File: src/rtl/sram_input_loader_if.sv
// Valid/ready element stream feeding the input SRAM loader.
// The source drives valid/data/last and the loader answers with ready.
interface sram_input_loader_if #(
    parameter int LANE_WIDTH = 16
) ();
    logic                  valid;
    logic [LANE_WIDTH-1:0] data;
    logic                  last;
    logic                  ready;

    modport master (output valid, output data, output last, input  ready);
    modport slave  (input  valid, input  data, input  last, output ready);
endinterface

File: src/rtl/sram_input_loader.sv
// Packs LANES stream elements into one SRAM line and writes the lines of a frame
// to consecutive, wrapping addresses, then pulses done for the controller.
module sram_input_loader #(
    parameter int LANE_WIDTH = 16,
    parameter int LANES      = 4,
    parameter int ADDR_WIDTH = 7,
    parameter int DEPTH      = 128
) (
    input  logic                        clk,
    input  logic                        rst,
    input  logic                        start,
    input  logic [ADDR_WIDTH-1:0]       base_addr,
    input  logic [ADDR_WIDTH:0]         num_words,
    sram_input_loader_if.slave          s,
    output logic                        sram_cen_n,
    output logic                        sram_wen,
    output logic [ADDR_WIDTH-1:0]       sram_addr,
    output logic [LANE_WIDTH*LANES-1:0] sram_data_in,
    output logic                        busy,
    output logic                        done,
    output logic [ADDR_WIDTH:0]         words_written
);

    localparam int DATA_W     = LANE_WIDTH * LANES;
    localparam int CNT_W      = ADDR_WIDTH + 1;
    localparam int LANE_IDX_W = (LANES > 1) ? $clog2(LANES) : 1;

    typedef enum logic [1:0] {IDLE, FILL, FLUSH, DONE} state_t;

    state_t                  state;
    logic [ADDR_WIDTH-1:0]   addr;
    logic [CNT_W-1:0]        remaining;
    logic [LANE_IDX_W-1:0]   lane;
    logic [DATA_W-1:0]       pack;

    logic                    accept;
    logic                    line_done;
    logic                    frame_end;
    logic [DATA_W-1:0]       line_next;
    logic [CNT_W-1:0]        frame_len;
    logic [ADDR_WIDTH-1:0]   addr_inc;

    // NOTE: line_next gets its default before the partial overwrite; without it
    // the unwritten lanes would hold their old value and infer a latch.
    always_comb begin
        line_next = pack;
        line_next[lane*LANE_WIDTH +: LANE_WIDTH] = s.data;
    end

    assign accept    = (state == FILL) && s.valid && s.ready;
    assign line_done = accept && ((lane == LANE_IDX_W'(LANES - 1)) || s.last);
    // A frame stops at whichever comes first: its last budgeted line or s_last.
    assign frame_end = line_done && (s.last || (remaining == CNT_W'(1)));
    assign frame_len = (num_words > CNT_W'(DEPTH)) ? CNT_W'(DEPTH) : num_words;
    assign addr_inc  = (addr == ADDR_WIDTH'(DEPTH - 1)) ? '0 : addr + ADDR_WIDTH'(1);

    // NOTE: all state updates are non-blocking so every register samples the
    // pre-edge values; the strobes default inactive and are overridden below.
    always_ff @(posedge clk) begin
        if (rst) begin
            state         <= IDLE;
            addr          <= '0;
            remaining     <= '0;
            lane          <= '0;
            pack          <= '0;
            s.ready       <= 1'b0;
            busy          <= 1'b0;
            done          <= 1'b0;
            words_written <= '0;
            sram_cen_n    <= 1'b1;
            sram_wen      <= 1'b0;
            sram_addr     <= '0;
            sram_data_in  <= '0;
        end else begin
            sram_cen_n <= 1'b1;
            sram_wen   <= 1'b0;
            done       <= 1'b0;
            case (state)
                IDLE: begin
                    if (start) begin
                        if (num_words == '0) begin
                            done <= 1'b1;
                        end else begin
                            addr          <= base_addr;
                            remaining     <= frame_len;
                            lane          <= '0;
                            pack          <= '0;
                            words_written <= '0;
                            s.ready       <= 1'b1;
                            busy          <= 1'b1;
                            state         <= FILL;
                        end
                    end
                end
                FILL: begin
                    if (line_done) begin
                        sram_cen_n    <= 1'b0;
                        sram_wen      <= 1'b1;
                        sram_addr     <= addr;
                        sram_data_in  <= line_next;
                        words_written <= words_written + CNT_W'(1);
                        addr          <= addr_inc;
                        remaining     <= remaining - CNT_W'(1);
                        lane          <= '0;
                        pack          <= '0;
                        if (frame_end) begin
                            s.ready <= 1'b0;
                            state   <= FLUSH;
                        end
                    end else if (accept) begin
                        pack <= line_next;
                        lane <= lane + LANE_IDX_W'(1);
                    end
                end
                FLUSH: begin
                    busy  <= 1'b0;
                    done  <= 1'b1;
                    state <= DONE;
                end
                DONE:    state <= IDLE;
                default: state <= IDLE;
            endcase
        end
    end

endmodule

File: src/flat_wrapper.sv
// flat-port wrapper written by rule: the top's interface ports become plain ports
module sram_input_loader_flat 
#(
    parameter int LANE_WIDTH = 16,
    parameter int LANES      = 4,
    parameter int ADDR_WIDTH = 7,
    parameter int DEPTH      = 128
)
  (clk, rst, start, base_addr, num_words, sram_cen_n, sram_wen, sram_addr, sram_data_in, busy, done, words_written, s_valid, s_data, s_last, s_ready);
  sram_input_loader_if #(.LANE_WIDTH(LANE_WIDTH)) s_i ();
  input  logic clk;
  input  logic rst;
  input  logic start;
  input  logic [ADDR_WIDTH-1:0] base_addr;
  input  logic [ADDR_WIDTH:0] num_words;
  output logic sram_cen_n;
  output logic sram_wen;
  output logic [ADDR_WIDTH-1:0] sram_addr;
  output logic [LANE_WIDTH*LANES-1:0] sram_data_in;
  output logic busy;
  output logic done;
  output logic [ADDR_WIDTH:0] words_written;
  input wire logic [$bits(s_i.valid)-1:0] s_valid;
  input wire logic [$bits(s_i.data)-1:0] s_data;
  input wire logic [$bits(s_i.last)-1:0] s_last;
  output wire logic [$bits(s_i.ready)-1:0] s_ready;
  assign s_i.valid = s_valid;
  assign s_i.data = s_data;
  assign s_i.last = s_last;
  assign s_ready = s_i.ready;
  sram_input_loader #(.LANE_WIDTH(LANE_WIDTH), .LANES(LANES), .ADDR_WIDTH(ADDR_WIDTH), .DEPTH(DEPTH)) u_core (.clk(clk), .rst(rst), .start(start), .base_addr(base_addr), .num_words(num_words), .s(s_i), .sram_cen_n(sram_cen_n), .sram_wen(sram_wen), .sram_addr(sram_addr), .sram_data_in(sram_data_in), .busy(busy), .done(done), .words_written(words_written));
endmodule
File: config.mk
export PLATFORM = sky130hd
export DESIGN_NAME = sram_input_loader_flat
export DESIGN_NICKNAME = d
export VERILOG_FILES = /design/src/rtl/sram_input_loader_if.sv /design/src/rtl/sram_input_loader.sv /design/src/flat_wrapper.sv
export SDC_FILE = /design/constraint.sdc
export NUM_CORES = 1
export LEC_CHECK = 0
export ABC_AREA = 1
export CAP_MARGIN = 40
export CORE_MARGIN = 8
export CORE_UTILIZATION = 50
export CTS_BUF_LIST = sky130_fd_sc_hd__clkbuf_8
export DETAILED_ROUTE_END_ITERATION = 6
export PLACE_DENSITY = 0.84
export SYNTH_ARGS = -nofsm -noshare
export SYNTH_HDL_FRONTEND = slang
export SYNTH_SLANG_ARGS = --single-unit
File: constraint.sdc
create_clock -name clk -period 2.61 [get_ports clk]
set_input_delay 0.6525 -clock clk [delete_from_list [all_inputs] [get_ports clk]]
set_output_delay 0.6525 -clock clk [all_outputs]
set_load 0.1 [all_outputs]
# Word level (Yosys, flattened, before mapping)
# Cells that the tools add are included.
# Widths: inputs -> output; s select.
# totals
register_bits	167
output_inout_bits	84
elab_cells	91
# op_classes
addsub	5
n_lt_le_gt_ge	1
n_eq_ne	11
shift	2
n_mux	41
n_bitwise	1
n_reduce_logical	17
# ops
operator	n
$mux 64	4
$pmux 64 s2	1
$bwmux 64	1
$shift 16x34->64 const A	1
$shiftx 16x34->64	1
$mux 8	7
$neg 6->34	1
$pmux 8 s2	2
$mux 7	4
$mux 2	8
$pmux 7 s2	1
$reduce_and 4->1	3
$add 8x1->8 const B	1
$eq 8x1->1 const B	1
$gt 8x8->1 const B	1
$logic_not 8->1	1
$mux 1	8
$pmux 2 s4	1
$sub 8x1->8 const B	1
$add 7x1->7 const B	1
$eq 7x7->1 const B	1
$eq 2x2->1 const B	3
$pmux 1 s2	3
$reduce_and 5->1	1
other kinds (14)	21

# Longest topological paths before layout
# Gate-level depths: netlist (run 1).
# logic_depth
word_depth	8
mapped_depth	14
depth_no_buf	11

# Worst setup path after synthesis (run 1)
# OpenSTA, ideal clock, no wires.
# synth_timing
path_kind	reg-to-reg
startpoint	reg u_core.s.ready
endpoint	reg u_core.words_written[0]
arrival_ns	2.084
required_time_ns	2.494
slack_ns	0.410
path_stages_with_launch	7
path_buffers	1
period_less_slack_ns	2.200
cell_sequence	dfxtp_1 > nand3_2 > o21ai_2 > nand3_2 > clkbuf_1 > a21oi_1 > nor2_1
# synth_between
elab_chain_cells	4
# synth_rtl
element	line	rtl
start: declaration	sram_input_loader_if.sv:12	modport slave (input valid, input data, input last, output ready);
start signal: assignment	sram_input_loader.sv:66	s.ready <= 1'b0;
start signal: assignment	sram_input_loader.sv:89	s.ready <= 1'b1;
start signal: assignment	sram_input_loader.sv:107	s.ready <= 1'b0;
$logic_and 1x1->1	sram_input_loader.sv:50	assign accept = (state == FILL) && s.valid && s.ready;
$logic_and 1x1->1	sram_input_loader.sv:51	assign line_done = accept && ((lane == LANE_IDX_W'(LANES - 1)) || s.last);
$ne 2x1->1 (no source line)	n/a	
$reduce_and 4->1 (no source line)	n/a	
end signal: assignment	sram_input_loader.sv:101	words_written <= words_written + CNT_W'(1);
end: declaration	sram_input_loader.sv:21	output logic [ADDR_WIDTH:0] words_written
# No other way between the ends.
# A chain may end at the register's enable or synchronous reset.

# Worst setup path in the final report (run 1)
# layout_timing
startpoint	reg u_core.lane[1]
endpoint	reg u_core.pack[52]
# layout_between
elab_chain_cells	6
# layout_rtl
element	line	rtl
start: declaration	sram_input_loader.sv:33	logic [LANE_IDX_W-1:0] lane;
start signal: assignment	sram_input_loader.sv:112	lane <= lane + LANE_IDX_W'(1);
$neg 6->34	sram_input_loader.sv:47	line_next[lane*LANE_WIDTH +: LANE_WIDTH] = s.data;
$shiftx 16x34->64 or $shift 16x34->64 (tied branches)	sram_input_loader.sv:47	
$bwmux 64	sram_input_loader.sv:47	
$mux 64	sram_input_loader.sv:110	end else if (accept) begin
$mux 64	sram_input_loader.sv:96	if (line_done) begin
$pmux 64 s2	sram_input_loader.sv:78	case (state)
end signal: assignment	sram_input_loader.sv:111	pack <= line_next;
end: declaration	sram_input_loader.sv:34	logic [DATA_W-1:0] pack;
# Parallel ways exist; a longest one is shown, timed or not. The select of a mux whose other input is x is not followed.

==> results of run 1 <==
[kinds of logic after synthesis]
family / share of synthesized area (%)
flops: 41.45
buf+inv: 11.31
fa+ha+maj: 2.172
compound gates: 14.94
simple gates: 29.27
xor+xnor: 0.8687
[report_power, final]
group,leakage (nW),switching [mW],internal (mW),total (mW)
Clock,0.237,0.958,1.19,2.14
Sequential,1.36,0.310,3.22,3.54
Combinational,2.94,4.27,1.85,6.12
Total,4.54,5.53,6.26,11.8
[registers in the layout, indices dropped and copies added (netlist names)]
name,flops
u_core.busy,1
u_core.addr,7
u_core.sram_addr,7
u_core.done,1
u_core.s.ready,1
u_core.sram_data_in,64
u_core.sram_wen,1
u_core.state,2
u_core.remaining,8
u_core.lane,2
u_core.words_written,8
u_core.sram_cen_n,1
u_core.pack,64
[metal layers]
layer  share of wire (%)  vias up  track usage [%]
met5                   0        -                0
met4                 2.0        0            7.718
met3                 8.6       31            5.442
met2                  45      279            32.84
met1                  45     3661            28.38
li1                    -     4050                -
[layout by cell type (no fill, tap or decap)]
master,instances
a21oi_1,40
a21oi_2,1
a31oi_1,15
buf_12,6
buf_2,1
buf_4,100
bufinv_16,5
clkbuf_8,19
clkdlybuf4s50_1,34
clkinv_1,1
clkinv_2,3
clkinv_4,3
clkinvlp_4,1
dfxtp_1,167
ha_1,14
inv_1,149
inv_2,4
nand2_1,284
nand2_2,1
nand3_1,36
nand3_2,2
nand4_1,19
nor2_1,248
nor2_4,1
nor3_1,2
nor3b_1,3
o211ai_1,14
o21ai_0,101
o21ai_1,15
o21ai_2,1
o21bai_1,1
o22ai_1,32
xnor2_1,2
xor2_1,6
[worst max-delay path, stage by stage, from the launching register on]
cell     delay (ns)
dfxtp_1        0.40
inv_1          0.12
ha_1           0.34
inv_1          0.13
nand3_1        0.42
o22ai_1        0.48
nand2_1        0.10
nand2_1        0.09
nand2_1        0.04
nor2_1         0.08
[stage by stage]
step	hold slack (ns)	total power [mW]	cells	utilization, %	worst slack, ns
finish	0.4646	11.80	1547	61.19	0.3533
global route	0.4836	12.77	1547	61.19	0.2397
CTS	0.4639	11.77	1547	61.19	0.4437
detailed placement	0.4511	9.592	1515	58.25	0.1652
global placement	0.4441	9.403	1515	58.25	0.2259
floorplan	0.4510	8.244	1235	-	0.4098
[worst min-delay path by stage]
stage                   startpoint                   to  slack (ns)  cells past startpoint
detailed placement     u_core.busy          u_core.busy        0.45                      2
finish                 u_core.busy          u_core.busy        0.46                      2
CTS                    u_core.busy          u_core.busy        0.46                      2
global placement       u_core.busy          u_core.busy        0.44                      2
global route           u_core.busy          u_core.busy        0.48                      2
floorplan           u_core.addr[6]  u_core.sram_addr[6]        0.45                      2
[area by class of cell]
type | count | share of cell area [%]
flip-flops and latches | 167 | 34.52
multi-input cells | 838 | 39.41
inverters | 153 | 5.930
well taps | 216 | 2.791
clock inverters | 13 | 2.093
repair buffers | 141 | 12.56
clock buffers | 19 | 2.700
==> impl_metrics.env, run 1 <==
export IMPL_io_pins=120
export IMPL_place_congestion=0.8787
export IMPL_start_util_pct=50.96
export IMPL_synth_largest_area_cell="dfxtp_1"
export IMPL_grt_max_degree=98
export IMPL_via_per_inst=5.185
export IMPL_critPathLaunch="u_core.lane[1]"
export IMPL_power_leakage_nw=4.542
export IMPL_drtPass1Iterations=7
export IMPL_routedWlPerCell_um=14.17
export IMPL_totalWireLength_um=21920
export IMPL_drive_gt1_share_pct=11.12
export IMPL_timing_critical_path_to="u_core.pack[52]"
export IMPL_finalCritPeriodShare_pct=86.46
export IMPL_synthFlopType="dfxtp_1"
export IMPL_nets=1368
export IMPL_multi_input_area_um2=3816
export IMPL_synth_area_leaders="dfxtp_1 41%, nand2_1 13%, nor2_1 12%"
export IMPL_core_um2=15830
export IMPL_r2r_start="u_core.lane[1]"
export IMPL_synthesis_instances=1235
export IMPL_syn_cell_area_um2=8066
export IMPL_synthDistinctLibCells=28
export IMPL_finClkSkew_ns=0.008733
export IMPL_cts_tree="done"
export IMPL_cts_root_buf="clkbuf_8"
export IMPL_postCtsSetupBuffers=0
export IMPL_synth_seq_cells=167
export IMPL_critical_path_required_ns=3.01
export IMPL_drt_iter0_drc=860
export IMPL_rsz0062_at_grt="false"
export IMPL_synth_top_cells_by_count="284 x nand2_1, 248 x nor2_1, 167 x dfxtp_1, 149 x inv_1, 101 x o21ai_0"
export IMPL_max_freq_mhz=443.1
export IMPL_arrival_ns=2.66
export IMPL_worstSetupPathType="reg -> reg"
export IMPL_report_final_slew_viol_count=0
export IMPL_area_growth_pct=20.06
export IMPL_hold_viol=0
export IMPL_setup_viol=0
export IMPL_async_flop_share_pct=0
export IMPL_yosys_warnings=0
export IMPL_status="completed"
export IMPL_die_x_um=143.0
export IMPL_num_antenna_cells=0
export IMPL_yosysTopAreaCellShare_pct=41.45
export IMPL_syn_nets=1285
export IMPL_finalCriticalPeriod_ns=2.257
export IMPL_num_rows=46
export IMPL_synth_most_common_cell="nand2_1"
export IMPL_post_cts_resized=0
export IMPL_drv_cap=0
export IMPL_clock_sinks=167
export IMPL_vias=8021
export IMPL_critPathMaxFanout=14
export IMPL_route_detailed_drc=0
export IMPL_maxSlewHeadroom_pct=59.46
export IMPL_cp_end_kind="flip-flop"
export IMPL_ant_nets=0
export IMPL_worstSetupStartpointType="flip-flop"
export IMPL_die_area_um2=20450
export IMPL_clk_latency_ns=0.46
export IMPL_fin_setup_tns_ns=0
export IMPL_ir_drop_mv=0.6947
export IMPL_fillers=1426
export IMPL_post_dp_hpwl_um=14960
export IMPL_rr_worst_depth=9
export IMPL_clk_path_buf_depth=2
export IMPL_die_h_um=143.0
export IMPL_htree_levels=4
export IMPL_syn_avg_cell_area_um2=6.532
export IMPL_fin_area_um2=9684
export IMPL_antenna_found_initial=0
export IMPL_pwr_density_cell_nw_per_um2=1218
export IMPL_hold_path_class="reg -> reg"
export IMPL_rr_endpoint="u_core.pack[52]"
export IMPL_hold_buffers=0
export IMPL_grt_overflow_total=0
export IMPL_grt_pass1_wl_um=35380
export IMPL_dpl_cell_area_um2=9220
export IMPL_numPortBuffers=119
export IMPL_synth_seq_area_share_pct=41.45
export IMPL_synth_edf_count=0
export IMPL_numCtsBuffers=17
export IMPL_seqCellArea_um2=3343
export IMPL_worst_pin_slew_ns=0.6072
export IMPL_reg2reg_slack_ns=0.35
export IMPL_grt_pass1_vias=7121
export IMPL_path_clk_slew_ns=0.09
export IMPL_grt_usage_pct=21.39
Power figures use the tool's default switching activity.
==> run 2, diff against run 1 <==
Settings changed: CORE_UTILIZATION 50 to 56, HOLD_SLACK_MARGIN set to 0.08, PLACE_DENSITY 0.84 to 0.91.
==> run 2 against run 1 <==
Final cell count shrank 1.9%. Clock power shrank 16%. Cell area shrank 1.0%. Hold slack gained 0.036 ns. Critical path depth is the same. Sequential power is essentially flat. Sequential cell count is the same. Sequential share of layout area grew 0.35 points. Count of clock-buffer cells in the layout is the same. Power shrank 2.6%.
==> impl_metrics.env, run 2 (synthesis results as in run 1) <==
export IMPL_pwr_density_cell_nw_per_um2=1198
export IMPL_final_common_cell="nand2_1"
export IMPL_worst_pin_slew_ns=0.7347
export IMPL_status="completed"
export IMPL_rr_endpoint="u_core.remaining[3]"
export IMPL_finalCriticalPeriod_ns=2.204
export IMPL_post_dp_hpwl_um=14870
export IMPL_crit_path_cell_trace="inv_1 -> ha_1 -> nand3_2 -> o21ai_2 -> nand3_2 -> inv_2 -> nand2_1 -> o21ai_1 -> nor2_1"
export IMPL_grt_overflow_total=0
export IMPL_grt_max_degree=78
export IMPL_vias=8050
export IMPL_worstSetupStartpointType="flip-flop"
export IMPL_switching_power_mw=5.556
export IMPL_p_int_mw=5.933
export IMPL_power_leakage_nw=4.507
export IMPL_drt_iter0_drc=987
export IMPL_hold_path_class="reg -> reg"
export IMPL_routedWlPerCell_um=14.22
export IMPL_report_final_slew_viol_count=0
export IMPL_finalCritPeriodShare_pct=84.45
export IMPL_rsz0062_at_grt="false"
export IMPL_grt_usage_pct=22.98
export IMPL_arrival_ns=2.51
export IMPL_drtPass1Iterations=6
export IMPL_pwr_share_clk_pct=15.6
export IMPL_clk_path_buf_depth=2
export IMPL_crit_path_frequent_cell="nand3_2"
export IMPL_fillers=1220
export IMPL_p_sw_share_pct=48.36
export IMPL_place_congestion=0.8890
export IMPL_final_cell_mix="284 x nand2_1, 248 x nor2_1, 167 x dfxtp_1"
export IMPL_io_pins=120
export IMPL_rr_worst_depth=9
export IMPL_start_util_pct=56.35
export IMPL_die_h_um=136.0
export IMPL_seqCellArea_um2=3343
export IMPL_num_rows=44
export IMPL_totalWireLength_um=21580
export IMPL_setup_viol=0
export IMPL_ant_nets=0
export IMPL_die_area_um2=18500
export IMPL_fin_util_pct=66.98
export IMPL_via_per_inst=5.303
export IMPL_r2r_start="u_core.state[1]"
export IMPL_largestRegisters="u_core.pack (64), u_core.sram_data_in (64)"
export IMPL_critPathMaxStageDelay_ns=0.40
export IMPL_critPathLaunch="u_core.state[1]"
export IMPL_finClkSkew_ns=0.01000
export IMPL_pwr_share_comb_pct=53.5
export IMPL_antenna_found_initial=0
export IMPL_timing_critical_path_to="u_core.remaining[3]"
export IMPL_critical_path_required_ns=2.92
export IMPL_ir_drop_mv=0.7164
export IMPL_max_freq_mhz=453.7
export IMPL_critPathMaxFanout=22
export IMPL_numPortBuffers=119
export IMPL_numCtsBuffers=17
export IMPL_cts_root_buf="clkbuf_8"
export IMPL_core_um2=14310
export IMPL_cp_end_kind="flip-flop"
export IMPL_grt_pass1_vias=7101
export IMPL_hold_viol=0
export IMPL_seqPwrFrac_pct=30.9
export IMPL_die_x_um=136.0
export IMPL_postCtsSetupBuffers=0
export IMPL_post_cts_resized=0
export IMPL_hold_buffers=0
export IMPL_reg2reg_slack_ns=0.41
export IMPL_fin_setup_tns_ns=0
export IMPL_htree_levels=4
export IMPL_nets=1371
export IMPL_drive_gt1_share_pct=11.39
export IMPL_drv_cap=0
export IMPL_clk_latency_ns=0.45
export IMPL_maxSlewHeadroom_pct=51.02
export IMPL_grt_pass1_wl_um=34750
export IMPL_clock_sinks=167
export IMPL_cp_slowest_cell="ha_1"
export IMPL_path_clk_slew_ns=0.09
export IMPL_multi_input_area_um2=3816
export IMPL_area_growth_pct=18.85
export IMPL_route_detailed_drc=0
export IMPL_cts_tree="done"
export IMPL_num_antenna_cells=0
export IMPL_worstSetupPathType="reg -> reg"
## run 2: changes by cell type in the layout (fill, tap and decap cells not counted), sizes merged
cell / delta
buf: +3
bufinv: -4
clkinv: -1
clkinvlp: +3
inv: +2
## run 2: worst min-delay path by stage
stage / end / depth (start not counted) / slack, ns / startpoint
3_3_place_gp: u_core.busy / 2 / 0.46 / u_core.busy
3_5_place_dp: u_core.busy / 2 / 0.46 / u_core.busy
6_report: u_core.addr[1] / 2 / 0.50 / u_core.addr[1]
5_1_grt: u_core.remaining[5] / 2 / 0.52 / u_core.remaining[5]
2_1_floorplan: u_core.sram_addr[6] / 2 / 0.45 / u_core.addr[6]
4_1_cts: u_core.remaining[2] / 2 / 0.50 / u_core.remaining[2]
## run 2: stage by stage
| step | cell area (um2) | hold WS (ns) | total power, mW | instances | worst slack, ns |
|---|---|---|---|---|---|
| global placement | 9203 | 0.4620 | 9.410 | 1486 | 0.1640 |
| floorplan | 8066 | 0.4510 | 8.244 | 1235 | 0.4098 |
| CTS | 9587 | 0.4952 | 11.46 | 1518 | 0.4390 |
| detailed placement | 9203 | 0.4642 | 9.616 | 1486 | 0.06038 |
| finish | 9587 | 0.5011 | 11.49 | 1518 | 0.4059 |
| global route | 9587 | 0.5179 | 12.48 | 1518 | 0.2029 |
## run 2: routing by layer
metal	part of all wire [%]	GRT usage, %	up-vias
met3	7.1	4.767	37
met4	2.3	8.176	0
met2	47	36.49	282
met5	0	0	-
met1	43	30.29	3666
li1	-	-	4065
## run 2: final cells by class
type	instances	area share [%]
multi-input cells	838	39.81
flip-flops and latches	167	34.87
clock buffers	19	2.728
clock inverters	13	1.279
well taps	184	2.401
inverters	153	5.991
repair buffers	144	12.92
## run 2: worst max-delay path, delay by kind of cell (launching register included)
kind            cells  cell delay [ns]
fa+ha+maj           1             0.40
flops               1             0.34
buf+inv             2             0.50
compound gates      2             0.28
simple gates        4             0.54
## run 2: power by group through the flow
stage	Combinational, mW	Sequential, mW	Clock [mW]
5_1_grt	6.94	3.61	1.92
3_5_place_dp	6.03	3.59	0
3_3_place_gp	5.85	3.56	0
4_1_cts	6.10	3.54	1.82
2_1_floorplan	4.06	4.18	0
6_report	6.15	3.55	1.80
